`src/rtl/nf10_lpi_pkg.sv`:
```
// Field layout and encodings shared by the LPI announcement injector (TX) and stripper (RX).
package nf10_lpi_pkg;

    localparam logic [15:0] ANNOUNCE_ETHERTYPE = 16'h0c88;
    localparam logic [7:0]  IP_VER_IHL         = 8'h45;
    localparam logic [47:0] ANNOUNCE_MAGIC     = 48'hdeadbeefbabe;

    localparam int ETYPE_LSB = 96;
    localparam int ETYPE_MSB = 111;
    localparam int IPVER_LSB = 112;
    localparam int IPVER_MSB = 119;
    localparam int MAGIC_LSB = 16;
    localparam int MAGIC_MSB = 63;

    typedef enum logic [1:0] {
        PS_ACTIVE = 2'd0,
        PS_SLEEP  = 2'd1,
        PS_LPI    = 2'd2,
        PS_WAKE   = 2'd3
    } partner_state_e;

    typedef enum logic [1:0] {
        ST_IDLE = 2'd0,
        ST_HOLD = 2'd1,
        ST_PASS = 2'd2
    } stream_state_e;

    function automatic logic is_candidate(input logic [15:0] etype, input logic [7:0] ipver,
                                          input logic last);
        return (etype == ANNOUNCE_ETHERTYPE) && (ipver == IP_VER_IHL) && !last;
    endfunction

    function automatic logic is_magic(input logic [47:0] magic, input logic last);
        return (magic == ANNOUNCE_MAGIC) && last;
    endfunction

endpackage

```
`src/rtl/nf10_lpi_partner_timer.sv`:
```
// Models the link partner's power state after an announcement: SLEEP -> LPI -> WAKE -> ACTIVE.
module nf10_lpi_partner_timer
    import nf10_lpi_pkg::*;
#(
    parameter int SLEEP_CYCLES = 3,
    parameter int LPI_CYCLES   = 6,
    parameter int WAKE_CYCLES  = 4
) (
    input  logic           clk_i,
    input  logic           rst_ni,
    input  logic           announce_pulse_i,
    output partner_state_e partner_state_o
);

    partner_state_e state_q, state_d;
    logic [31:0]    cnt_q, cnt_d;
    logic [31:0]    phase_len;

    // Zero-length phases are skipped entirely rather than lasting one cycle.
    function automatic partner_state_e settle(input partner_state_e p);
        partner_state_e r;
        r = p;
        if (r == PS_SLEEP && SLEEP_CYCLES == 0) r = PS_LPI;
        if (r == PS_LPI   && LPI_CYCLES   == 0) r = PS_WAKE;
        if (r == PS_WAKE  && WAKE_CYCLES  == 0) r = PS_ACTIVE;
        return r;
    endfunction

    always_comb begin
        phase_len = 32'd0;
        case (state_q)
            PS_SLEEP: phase_len = 32'(SLEEP_CYCLES);
            PS_LPI:   phase_len = 32'(LPI_CYCLES);
            PS_WAKE:  phase_len = 32'(WAKE_CYCLES);
            default:  phase_len = 32'd0;
        endcase
    end

    always_comb begin
        state_d = state_q;
        cnt_d   = cnt_q;
        if (announce_pulse_i) begin
            state_d = settle(PS_SLEEP);
            cnt_d   = 32'd0;
        end else if (state_q != PS_ACTIVE) begin
            if (cnt_q + 32'd1 >= phase_len) begin
                cnt_d = 32'd0;
                case (state_q)
                    PS_SLEEP: state_d = settle(PS_LPI);
                    PS_LPI:   state_d = settle(PS_WAKE);
                    default:  state_d = PS_ACTIVE;
                endcase
            end else begin
                cnt_d = cnt_q + 32'd1;
            end
        end
    end

    always_ff @(posedge clk_i or negedge rst_ni) begin
        if (!rst_ni) begin
            state_q <= PS_ACTIVE;
            cnt_q   <= 32'd0;
        end else begin
            state_q <= state_d;
            cnt_q   <= cnt_d;
        end
    end

    assign partner_state_o = state_q;

endmodule

```
`src/rtl/nf10_lpi_announce_rx.sv`:
```
// RX-path stripper for the partner's two-beat LPI announcement; everything else passes through.
module nf10_lpi_announce_rx
    import nf10_lpi_pkg::*;
#(
    parameter int C_AXIS_DATA_WIDTH  = 256,
    parameter int C_AXIS_TUSER_WIDTH = 128,
    parameter int SLEEP_CYCLES       = 3,
    parameter int LPI_CYCLES         = 6,
    parameter int WAKE_CYCLES        = 4,
    parameter int CNT_WIDTH          = 32
) (
    input  logic                            axi_aclk,
    input  logic                            axi_resetn,
    input  logic [C_AXIS_DATA_WIDTH-1:0]    s_axis_tdata,
    input  logic [C_AXIS_DATA_WIDTH/8-1:0]  s_axis_tstrb,
    input  logic [C_AXIS_TUSER_WIDTH-1:0]   s_axis_tuser,
    input  logic                            s_axis_tvalid,
    input  logic                            s_axis_tlast,
    output logic                            s_axis_tready,
    output logic [C_AXIS_DATA_WIDTH-1:0]    m_axis_tdata,
    output logic [C_AXIS_DATA_WIDTH/8-1:0]  m_axis_tstrb,
    output logic [C_AXIS_TUSER_WIDTH-1:0]   m_axis_tuser,
    output logic                            m_axis_tvalid,
    output logic                            m_axis_tlast,
    input  logic                            m_axis_tready,
    output logic [1:0]                      partner_state,
    output logic                            announce_pulse,
    output logic [CNT_WIDTH-1:0]            announce_count,
    output logic [CNT_WIDTH-1:0]            lpi_violation_count
);

    stream_state_e                   state_q, state_d;
    logic [C_AXIS_DATA_WIDTH-1:0]    hold_data_q, hold_data_d;
    logic [C_AXIS_DATA_WIDTH/8-1:0]  hold_strb_q, hold_strb_d;
    logic [C_AXIS_TUSER_WIDTH-1:0]   hold_user_q, hold_user_d;
    logic                            hold_last_q, hold_last_d;
    logic                            hold_viol_q, hold_viol_d;
    logic                            pulse_q;
    logic [CNT_WIDTH-1:0]            ann_cnt_q, viol_cnt_q;
    logic                            drop, viol_inc, out_valid, in_ready;
    logic                            cand, magic;
    partner_state_e                  partner_st;

    assign cand  = is_candidate(s_axis_tdata[ETYPE_MSB:ETYPE_LSB],
                                s_axis_tdata[IPVER_MSB:IPVER_LSB], s_axis_tlast);
    assign magic = is_magic(s_axis_tdata[MAGIC_MSB:MAGIC_LSB], s_axis_tlast);

    always_comb begin
        state_d      = state_q;
        hold_data_d  = hold_data_q;
        hold_strb_d  = hold_strb_q;
        hold_user_d  = hold_user_q;
        hold_last_d  = hold_last_q;
        hold_viol_d  = hold_viol_q;
        drop         = 1'b0;
        viol_inc     = 1'b0;
        m_axis_tdata = s_axis_tdata;
        m_axis_tstrb = s_axis_tstrb;
        m_axis_tuser = s_axis_tuser;
        m_axis_tlast = s_axis_tlast;
        out_valid    = s_axis_tvalid;
        in_ready     = m_axis_tready;
        case (state_q)
            ST_IDLE: begin
                if (s_axis_tvalid && cand) begin
                    out_valid   = 1'b0;
                    in_ready    = 1'b1;
                    hold_data_d = s_axis_tdata;
                    hold_strb_d = s_axis_tstrb;
                    hold_user_d = s_axis_tuser;
                    hold_last_d = s_axis_tlast;
                    // Violation status is judged at acceptance, counted only if the beat is released.
                    hold_viol_d = (partner_st != PS_ACTIVE);
                    state_d     = ST_HOLD;
                end else if (s_axis_tvalid && m_axis_tready) begin
                    viol_inc = (partner_st != PS_ACTIVE);
                    state_d  = s_axis_tlast ? ST_IDLE : ST_PASS;
                end
            end
            ST_HOLD: begin
                m_axis_tdata = hold_data_q;
                m_axis_tstrb = hold_strb_q;
                m_axis_tuser = hold_user_q;
                m_axis_tlast = hold_last_q;
                out_valid    = 1'b0;
                in_ready     = 1'b0;
                if (s_axis_tvalid) begin
                    if (magic) begin
                        in_ready    = 1'b1;
                        drop        = 1'b1;
                        hold_data_d = '0;
                        hold_strb_d = '0;
                        hold_user_d = '0;
                        hold_last_d = 1'b0;
                        hold_viol_d = 1'b0;
                        state_d     = ST_IDLE;
                    end else begin
                        out_valid = 1'b1;
                        if (m_axis_tready) begin
                            viol_inc = hold_viol_q;
                            state_d  = ST_PASS;
                        end
                    end
                end
            end
            ST_PASS: begin
                if (s_axis_tvalid && m_axis_tready) begin
                    viol_inc = (partner_st != PS_ACTIVE);
                    if (s_axis_tlast) state_d = ST_IDLE;
                end
            end
            default: state_d = ST_IDLE;
        endcase
    end

    // Handshake outputs are forced low for as long as reset is held.
    assign m_axis_tvalid = out_valid & axi_resetn;
    assign s_axis_tready = in_ready & axi_resetn;

    always_ff @(posedge axi_aclk or negedge axi_resetn) begin
        if (!axi_resetn) begin
            state_q     <= ST_IDLE;
            hold_data_q <= '0;
            hold_strb_q <= '0;
            hold_user_q <= '0;
            hold_last_q <= 1'b0;
            hold_viol_q <= 1'b0;
            pulse_q     <= 1'b0;
            ann_cnt_q   <= '0;
            viol_cnt_q  <= '0;
        end else begin
            state_q     <= state_d;
            hold_data_q <= hold_data_d;
            hold_strb_q <= hold_strb_d;
            hold_user_q <= hold_user_d;
            hold_last_q <= hold_last_d;
            hold_viol_q <= hold_viol_d;
            pulse_q     <= drop;
            if (drop)     ann_cnt_q  <= ann_cnt_q + CNT_WIDTH'(1);
            if (viol_inc) viol_cnt_q <= viol_cnt_q + CNT_WIDTH'(1);
        end
    end

    // Fed with the drop strobe so the timer enters SLEEP together with the registered pulse.
    nf10_lpi_partner_timer #(
        .SLEEP_CYCLES (SLEEP_CYCLES),
        .LPI_CYCLES   (LPI_CYCLES),
        .WAKE_CYCLES  (WAKE_CYCLES)
    ) u_timer (
        .clk_i            (axi_aclk),
        .rst_ni           (axi_resetn),
        .announce_pulse_i (drop),
        .partner_state_o  (partner_st)
    );

    assign partner_state       = partner_st;
    assign announce_pulse      = pulse_q;
    assign announce_count      = ann_cnt_q;
    assign lpi_violation_count = viol_cnt_q;

endmodule

```
`config.mk`:
```
export PLATFORM = sky130hd
export DESIGN_NAME = nf10_lpi_announce_rx
export DESIGN_NICKNAME = d
export VERILOG_FILES = /design/src/rtl/nf10_lpi_pkg.sv /design/src/rtl/nf10_lpi_partner_timer.sv /design/src/rtl/nf10_lpi_announce_rx.sv
export SDC_FILE = /design/constraint.sdc
export NUM_CORES = 2
export LEC_CHECK = 0
export BUFFER_PORTS_ARGS = -buffer_cell sky130_fd_sc_hd__buf_4
export CAP_MARGIN = 5
export CORE_AREA = 3 3 348 350
export DETAILED_ROUTE_END_ITERATION = 6
export DIE_AREA = 0 0 351 353
export GPL_TIMING_DRIVEN = 0
export PLACE_DENSITY = 0.46
export SYNTH_ARGS = -nofsm -noshare
export SYNTH_HDL_FRONTEND = slang
export SYNTH_SLANG_ARGS = --single-unit
export TNS_END_PERCENT = 5
```
`constraint.sdc`:
```
create_clock -name axi_aclk -period 2.87 [get_ports axi_aclk]
set_input_delay 0.574 -clock axi_aclk [delete_from_list [all_inputs] [get_ports axi_aclk]]
set_output_delay 0.574 -clock axi_aclk [all_outputs]
set_load 0.05 [all_outputs]
```
==> results by group <==
Drt
  • Vias per cell: approximately 4.5
  • DRC: 0
  • Drt wl/cell: 21.5 um
  • M1 WL: ~52 mm
  • Antenna-violating nets left: 0
  • DRT iter0 DRCs: roughly 1,600
  • Total wire length: around 130 mm
  • Wire length on met3: around 8.9 mm
  • Vias: around 26,000
  • DR WL met2: around 60 mm
  • Highest metal used: met5
  • DRT Pass-1 Iters: 5

Logic synthesis
  • Synth Instances: around 3,200
  • Synth top area share: 52.0%
  • Async S/R FF share, synth: 100%
  • Area contributors post-synth: dfrtp_1 52%, nand2_1 26%, o21ai_0 7.5%, clkbuf_1 2.8%, xnor2_1 1.6%
  • Total of warnings raised by yosys: 0
  • Post-synth EDFFs: 0
  • Yosys cell types: 70
  • Leading area contributor after synthesis: dfrtp_1
  • Synthesized cell area: 25,000 um^2
  • Sequential element share of the synthesized area: around half
  • Seq cells post-synth: between 500 and 600
  • Synth Flop Type: dfrtp_1
  • Avg Cell Area, Syn: 7.76 um^2
  • Syn nets: approximately 3,700

Timing
  • Final setup TNS: -5.63 ns
  • RSZ-0062 raised after global routing: true
  • Final Worst Setup Slack: -0.337 ns
  • Endpoints failing hold: 70
  • Slew headroom: 29.4%
  • Max Clock Freq: approximately 310 MHz
  • Slew Viols, Final: 0
  • Min cycle time layout: ~3.2 ns
  • Worst-margin pin slew: approximately 1.1 ns
  • Final setup violating endpoints: roughly 120
  • Tcrit/Tclk final: 112%
  • Clk_skew: 0.0189 ns
  • WHS: -0.179 ns

CTS
  • CTS tree: done
  • Clk root buf: clkbuf_16
  • Clk_lat worst skew: 0.63 ns
  • Clk sinks: 519
  • CTS Buffer Depth: 3
  • H-tree levels: 3
  • CTS buffer count: 70
  • Clock Pin Slew Worst Setup and Hold Paths: about 0.06 ns

Setup path
  • CP arrival: 2.63 ns
  • Worst Setup Start Kind: primary input
  • Critical Path Sink Type: output pin
  • CP max-delay cell: nor4_4
  • Worst path max stage delay: just over 0.4 ns
  • Top cell family by delay on the critical path: simple AND/OR/NAND/NOR gates
  • Critical path buffers and inverters: 4
  • Crit-path max FO: 4
  • Critical path class: primary input to output pin
  • CP cell instances: buf_6 > nand4b_1 > nor4_4 > nand4_1 > or2_1 > nand2_2 > nand2_4 > clkbuf_16 > clkbuf_16 > a21boi_4 > buf_6
  • CP required: between 2 and 2.5 ns

Floorplanning
  • Die ar.: around 120,000 um^2
  • Core area: ~120,000 um^2
  • Die Width: roughly 350 um
  • Starting Density: 21.2%
  • Num rows: 126
  • IO Count: between 900 and 1,000
  • DIE HEIGHT: around 350 um

Global route
  • First-pass GRT wire length: ~180 mm
  • GRT Util Overall: 19.7%
  • Initial antenna violation count: 21
  • Total congestion overflow: 0
  • Vias in the first global route: between 20,000 and 30,000
  • Pin count of the biggest net entering global routing: around 110

Power and ir drop
  • Total power: between 15,000 and 20,000 uW
  • Power Dens Cells: slightly below 500 nW/um^2
  • Worst VDD drop: between 0.0003 and 0.0004 V
  • P_leak: a little over 0.02 uW

Finish
  • Nets: between 4,000 and 5,000
  • Final Instance Area: between 30,000 and 40,000 um^2
  • Commonest non-fill, non-tap cell in the layout: nand2_1
  • Reg area: 13,000 um^2
  • Area of the multi-input gates: around 12,000 um^2
  • Most frequent cells in the layout: 1,566 x nand2_1, 704 x buf_4, 515 x dfrtp_1
  • Share of post-route cells with drive strength above 1: 31.8%
  • Area grow syn2layout: 58.9%
  • FILL cells: about 13,000

Placement
  • Post-DP Area: between 30,000 and 40,000 um^2
  • # port buffers: slightly above 900
  • Dpl ws: -2.43 ns
  • DP HPWL: 97.1 mm
  • Placer Congestion: approximately 0.89

Run
  • Maxcap violations: 0

Status
  • Failing checks: hold timing, setup timing
  • Status: complete, but fails checks

Worst hold path
  • HP Class: primary input to async pin
## power by group
| part | internal (uW) | switching (uW) |
|---|---|---|
| combinational | 1160 | 2130 |
| sequential | 7350 | 46.7 |
| clock | 5390 | 3630 |
| total | 13900 | 5800 |
## Yosys cell counts (all sizes together), types with 2 or more instances
cell and count:
a21o 9, mux2i 3, nor3 15, nand2 1701, nand3b 2, mux2 5
and4 10, nand4b 17, nand2b 6, o31ai 2, nand4bb 2, xor2 17
and2 49, nor4 18, nand4 33, or3 6, dfrtp 519, a21oi 6
buf 10, o2111ai 2, nor2 38, nor3b 5, a2111oi 2, a211oi 2
and3 12, nand3 36, or2 4, clkbuf 186, o21ai 400, or4 3
a21boi 3, nor2b 3, inv 17, ha 10, o211ai 3, nor4bb 3
xnor2 46
## metrics by stage
step,cells,util [%]
6_report,5841,33.6
5_1_grt,5838,33.6
4_1_cts,5820,32.9
3_5_place_dp,5668,28.7
3_3_place_gp,5663,28.6
2_1_floorplan,3221,-
## timing repair
item	4_1_cts	5_1_grt
pin swaps	119	36
cloned	8	0
setup buffers	19	6
resized for setup	657	302
hold endpoints to repair	70	70
endpoints found under the setup margin	898	736
## area by class of cell
| class | count | area share, % |
|---|---|---|
| diodes | 15 | 0.0946 |
| plain buffers | 194 | 4.38 |
| clock buffers | 107 | 5.14 |
| clock inverters | 20 | 0.747 |
| inverters | 17 | 0.161 |
| multi-input cells | 2489 | 30.2 |
| flip-flops and latches | 519 | 32.7 |
| well taps | 1536 | 4.84 |
| repair buffers | 944 | 21.7 |
## per-layer routing
layer | track usage [%] | vias to the layer above
li1 | - | 12410
met4 | 7.33 | 6
met3 | 5.37 | 176
met5 | 0 | -
met2 | 32.4 | 779
met1 | 24.5 | 12736
## cells by family after synthesis
| family | count (synthesis) | share of synthesized area, % |
|---|---|---|
| AOI/OAI and AO/OA | 441 | 9.32 |
| adders and majority gates | 10 | 0.501 |
| buffers and inverters | 213 | 3.29 |
| DFF | 519 | 52.0 |
| muxes | 8 | 0.346 |
| and+or+nand+nor | 1967 | 32.4 |
| xor gates and xnor gates | 63 | 2.21 |
## worst paths after layout
path	from	end	slack, ns	depth (start not counted)
worst max register to register	state_q[0]	hold_strb_q[12]	-0.07	9
min in group axi_aclk	s_axis_tdata[226]	hold_data_q[226]	0.23	3
worst min register to register	announce_count[31]	announce_count[31]	0.48	1
worst max-delay path	s_axis_tdata[56]	s_axis_tready	-0.34	11
max in group asynchronous	axi_resetn	hold_data_q[153]	1.27	4
worst min-delay path	axi_resetn	announce_count[31]	-0.18	1
## registers in the layout, summed over array words and instances (netlist names)
register and flops:
hold_data_q 256, hold_user_q 128, announce_count 32, hold_strb_q 32, lpi_violation_count 32, u_timer.cnt_q 32, state_q 2, u_timer.partner_state_o 2
announce_pulse 1, hold_last_q 1, hold_viol_q 1
Note: power is estimated with default switching activity, not from simulation.
